--- src/rtl/ctrl_pkg.sv ---
// Shared encodings and default widths for the datapath control sequencer.
package ctrl_pkg;

    localparam int REG_AW = 5;
    localparam int ALUC_W = 5;
    localparam int DATA_W = 32;

    typedef enum logic [1:0] {
        OP_ALU   = 2'b00,
        OP_LOAD  = 2'b01,
        OP_STORE = 2'b10,
        OP_NOP   = 2'b11
    } op_e;

    // Codes 5..7 are unused; the sequencer treats them as illegal and
    // falls back to IDLE with all strobes low.
    typedef enum logic [2:0] {
        ST_IDLE = 3'd0,
        ST_READ = 3'd1,
        ST_EXEC = 3'd2,
        ST_MEM  = 3'd3,
        ST_WB   = 3'd4
    } state_e;

endpackage

--- src/rtl/ctrl_out_decode.sv ---
// Strobe decode: regw/memw/memr as a pure function of state and latched op.
// Every strobe is low in IDLE, READ, EXEC and in any illegal state code, so
// the three strobes can never be high together.
module ctrl_out_decode
    import ctrl_pkg::*;
(
    input  state_e state,
    input  op_e    op,
    output logic   regw,
    output logic   memw,
    output logic   memr
);

    // Memory strobes only in MEM (read for LOAD, write for STORE); register
    // write only in WB, which only ALU and LOAD commands reach.
    always_comb begin
        regw = 1'b0;
        memw = 1'b0;
        memr = 1'b0;
        case (state)
            ST_MEM: begin
                memr = (op == OP_LOAD);
                memw = (op == OP_STORE);
            end
            ST_WB:   regw = 1'b1;
            default: ;
        endcase
    end

endmodule

--- src/rtl/datapath_ctrl_seq.sv ---
// Multi-cycle control sequencer for the register-file/ALU/memory datapath.
// Handshake: a command transfers on a rising clk edge where cmd_valid and
// cmd_ready are both high; cmd_ready is high exactly while the FSM is IDLE,
// so cmd_valid is ignored while busy and the command fields are latched at
// the transfer edge. All datapath controls come from registers, so they
// only change just after a rising clk edge.
module datapath_ctrl_seq #(
    parameter int REG_AW = ctrl_pkg::REG_AW,
    parameter int ALUC_W = ctrl_pkg::ALUC_W,
    parameter int DATA_W = ctrl_pkg::DATA_W
) (
    input  logic              clk,
    input  logic              reset,
    input  logic              cmd_valid,
    output logic              cmd_ready,
    input  logic [1:0]        cmd_op,
    input  logic [ALUC_W-1:0] cmd_alu,
    input  logic [REG_AW-1:0] cmd_rs,
    input  logic [REG_AW-1:0] cmd_rt,
    input  logic [DATA_W-1:0] dp_dout,
    output logic [REG_AW-1:0] r1,
    output logic [REG_AW-1:0] r2,
    output logic [ALUC_W-1:0] aluc,
    output logic              regw,
    output logic              memw,
    output logic              memr,
    output logic              busy,
    output logic              done,
    output logic [DATA_W-1:0] result
);
    import ctrl_pkg::*;

    state_e            state;
    state_e            state_nxt;
    op_e               op_q;
    op_e               cmd_op_e;
    logic [REG_AW-1:0] rs_q;
    logic [REG_AW-1:0] rt_q;
    logic [ALUC_W-1:0] alu_q;
    logic              nop_pend;
    logic              done_q;
    logic [DATA_W-1:0] result_q;
    logic              accept;

    assign cmd_op_e  = op_e'(cmd_op);
    assign cmd_ready = (state == ST_IDLE);
    assign busy      = ~cmd_ready;
    assign accept    = cmd_valid & cmd_ready;

    // State register; reset drops straight to IDLE, which kills the strobes.
    always_ff @(posedge clk or posedge reset) begin
        if (reset) state <= ST_IDLE;
        else       state <= state_nxt;
    end

    // Next state: NOP never leaves IDLE; STORE finishes after MEM, LOAD goes
    // on to WB, ALU skips MEM. Unknown codes recover to IDLE.
    always_comb begin
        state_nxt = ST_IDLE;
        case (state)
            ST_IDLE: if (accept && cmd_op_e != OP_NOP) state_nxt = ST_READ;
            ST_READ: state_nxt = ST_EXEC;
            ST_EXEC: state_nxt = (op_q == OP_ALU) ? ST_WB : ST_MEM;
            ST_MEM:  state_nxt = (op_q == OP_LOAD) ? ST_WB : ST_IDLE;
            ST_WB:   state_nxt = ST_IDLE;
            default: state_nxt = ST_IDLE;
        endcase
    end

    // Command latch. A NOP never drives the address/ALU outputs, so it leaves
    // them untouched and r1/r2/aluc keep showing the last real command.
    always_ff @(posedge clk or posedge reset) begin
        if (reset) begin
            op_q  <= OP_ALU;
            rs_q  <= '0;
            rt_q  <= '0;
            alu_q <= '0;
        end else if (accept) begin
            op_q <= cmd_op_e;
            if (cmd_op_e != OP_NOP) begin
                rs_q  <= cmd_rs;
                rt_q  <= cmd_rt;
                alu_q <= cmd_alu;
            end
        end
    end

    // Completion and capture: done follows the final state by one cycle (a
    // NOP waits one cycle via nop_pend); dp_dout is captured leaving EXEC for
    // ALU and leaving MEM for LOAD.
    always_ff @(posedge clk or posedge reset) begin
        if (reset) begin
            nop_pend <= 1'b0;
            done_q   <= 1'b0;
            result_q <= '0;
        end else begin
            nop_pend <= accept && (cmd_op_e == OP_NOP);
            done_q   <= nop_pend || (state == ST_WB) ||
                        (state == ST_MEM && op_q == OP_STORE);
            if ((state == ST_EXEC && op_q == OP_ALU) ||
                (state == ST_MEM && op_q == OP_LOAD))
                result_q <= dp_dout;
        end
    end

    ctrl_out_decode u_decode (
        .state (state),
        .op    (op_q),
        .regw  (regw),
        .memw  (memw),
        .memr  (memr)
    );

    assign r1     = rs_q;
    assign r2     = rt_q;
    assign aluc   = alu_q;
    assign done   = done_q;
    assign result = result_q;

endmodule

--- config.mk ---
export PLATFORM = sky130hd
export DESIGN_NAME = datapath_ctrl_seq
export DESIGN_NICKNAME = d
export VERILOG_FILES = /design/src/rtl/ctrl_pkg.sv /design/src/rtl/ctrl_out_decode.sv /design/src/rtl/datapath_ctrl_seq.sv
export SDC_FILE = /design/constraint.sdc
export NUM_CORES = 1
export LEC_CHECK = 0
export CORE_ASPECT_RATIO = 1.2
export CORE_UTILIZATION = 37
export DETAILED_ROUTE_END_ITERATION = 16
export MAX_ROUTING_LAYER = met4
export PLACE_DENSITY = 0.82
export SYNTH_ARGS = -nofsm -noshare
export SYNTH_HDL_FRONTEND = slang
export SYNTH_SLANG_ARGS = --single-unit
--- constraint.sdc ---
create_clock -name clk -period 1.7 [get_ports clk]
set_clock_uncertainty 0.15 [all_clocks]
set_input_delay 0.255 -clock clk [delete_from_list [all_inputs] [get_ports clk]]
set_output_delay 0.255 -clock clk [all_outputs]
set_load 0.05 [all_outputs]
==> out/qor.txt <==
setup ws final: -0.252 ns
Initial DRT Pass Iterations: 4
pin count of the biggest net entering global routing: 55
Ys Warns: 0
actual slew at the worst max-slew pin: 0.283 ns
Worst path most repeated cell: buf_4
Worst-path clk slew: 0.09 ns
RSZ-0062 raised after global routing: yes
R2R depth: 6
asr flop ratio synth: 1.00
fin nets: 310
leading area contributor after synthesis: dfrtp_1
CTS Sinks: 54
synthesized area per cell: 17.3 um2
pins over their slew limit: 0
cell row count: 30
Diodes inserted: 0
run status: complete, but fails checks
total track usage: 0.174
Inserted Clock Buffers: 5
worst-path cell chain: buf_4 -> nand2b_4 -> or3_4 -> buf_4 -> buf_8 -> mux2_4
Residual DRC: 0
Post-Synthesis Cell Area: 2230 um2
worst skew pair latency: 0.30 ns
GPL Wtd Cong: 0.759
RR Endpoint: result[27]$_DFFE_PP0P_
root buf cell: clkbuf_8
fin crit period: 1.95 ns
DR WL/cell: 15.3 um
fin crit share: 1.15
r2r startpoint: state[2]$_DFF_PP0_
Synth Instances: 129
post-synth top area share: 0.607
Top Family by Delay on Critical Path: simple AND/OR/NAND/NOR gates
DRT iter0 DRCs: 25
crit-path max cell delay: 0.44 ns
grt ovf: 0
first-pass GRT wire length: 7.98 mm
WS Path Type: flop to flop
vias in the first global route: 1591
IO Count: 105
DIE AREA: 6340 um2
most common cell in the netlist: dfrtp_1
I/O Buffers: 104
final count of negative-setup-slack endpoints: 54
main area contributors after synthesis: dfrtp_1 (61%), mux2_4 (20%), mux2_2 (10%), buf_12 (2.7%), buf_6 (1.0%)
vias per cell: 4.52
worst reg-to-reg setup slack: -0.25 ns
placed inst area: 3360 um2
initial antenna violation count: 0
routed vias: 1532
H-tree depth: 2
Initial Util: 0.388
number of enable flip-flop cells after synthesis: 0
die width: 72.8 um
layout cell share with drive strength beyond 1: 0.552
CTS Buffer Depth: 2
DPL Wire Length: 3.47 mm
CTS tree: done
Post-synth top cells: dfrtp_1 (54), mux2_4 (29), mux2_2 (20)
Post-Syn Nets: 181
Worst EP required: 1.73 ns
slowest CP cell: or3_4
Worst Path Arrival: 1.98 ns
fmax: 0.512 GHz
Routed Wire Length: 5.19 mm
Layout area overhead: 62.0%
Tightest Hold Check Type: input pin to asynchronous set/reset pin
synthesized flop and latch total: 54
die height: 87.0 um
ys flop type: dfrtp_1
critical path buffer and inverter count: 3
sequential area share after synthesis: 0.607
startpoint types: flop
failing checks: setup timing
crit end category: flop
Routed Antenna Nets: 0
Final Cell Area: 3610 um2
max_slew headroom: 0.810
core area: 5740 um2
CP Max Fanout: 5
Cell variety after synth: 19
final hold violation count: 0
Setup TNS: -7.09 ns
pre-CTS WS: -0.125 ns
Max Cap Violations: 0
-- worst reg2reg max path, delay by kind of cell (launching register included) --
kind | cells | cell delay [ns]
simple gates | 2 | 0.57
buf+inv | 3 | 0.42
flops | 1 | 0.40
mux | 1 | 0.29
-- final cells by class --
type	instances	area, um2
clock buffers	8	80.1
fillers	443	2130
inverters	3	15.0
multi-input cells	68	862
flip-flops and latches	54	1350
well taps	80	100
repair buffers	126	1200
-- placed cells by master, fill, tap and decap left out, types with 2 or more instances in the layout --
master,instances
buf_12,6
buf_4,58
buf_6,9
buf_8,2
clkbuf_1,3
clkbuf_8,5
clkdlybuf4s50_1,51
dfrtp_1,52
dfrtp_2,2
mux2_2,19
mux2_4,30
nand2_1,2
nand3_4,2
nor2_1,2
nor3b_4,2
-- sequential cells by signal, indices dropped and copies added (netlist names) --
signal and flops:
result 32, aluc 5, r1 5, r2 5, state 3, op_q 2
done 1, nop_pend 1
-- through the flow --
stage           util  hold slack, ns  std cells
6_report       0.628           0.227        339
5_1_grt        0.628           0.251        339
4_1_cts        0.625           0.234        335
3_5_place_dp   0.585           0.295        319
3_3_place_gp   0.585           0.273        319
2_1_floorplan      -           0.173        129
-- routing by layer --
metal / GRT usage / routed length [um] / vias up
met5: - / 0 / -
met1: 0.200 / 2070 / 762
li1: - / - / 704
met4: 0.0588 / 65 / 0
met2: 0.302 / 2790 / 61
met3: 0.0324 / 270 / 5
-- kinds of logic (layout without fill, tap and decap cells) --
group                  Yosys count  after routing  synth area share
flip-flops                      54             54             0.607
AO/OA/AOI/OAI                    2              2           0.00562
XOR/XNOR                         1              1           0.00393
AND/OR/NAND/NOR                 15             16            0.0450
multiplexers                    49             49             0.297
buffers and inverters            8            137            0.0421
-- timing repair --
| item | in CTS | in global routing |
|---|---|---|
| cloned | 3 | 1 |
| pin swaps | 2 | 2 |
| hold buffers | 0 | 0 |
| gates resized for setup | 12 | 15 |
| setup buffers | 5 | 8 |
| endpoints found under the setup margin | 37 | 53 |
-- worst max path at each step --
stage                         from                     end  depth (start not counted)
2_1_floorplan   state[1]$_DFF_PP0_     aluc[0]$_DFFE_PP0P_                          4
3_3_place_gp    state[2]$_DFF_PP0_   result[2]$_DFFE_PP0P_                          4
3_5_place_dp   op_q[0]$_DFFE_PP0P_   result[0]$_DFFE_PP0P_                          4
4_1_cts         state[2]$_DFF_PP0_                    memw                          4
5_1_grt         state[2]$_DFF_PP0_                    memr                          4
6_report        state[2]$_DFF_PP0_  result[27]$_DFFE_PP0P_                          6
Power is not shown: default switching activity piles up to over one toggle a cycle in this logic, so the estimate is an artifact.
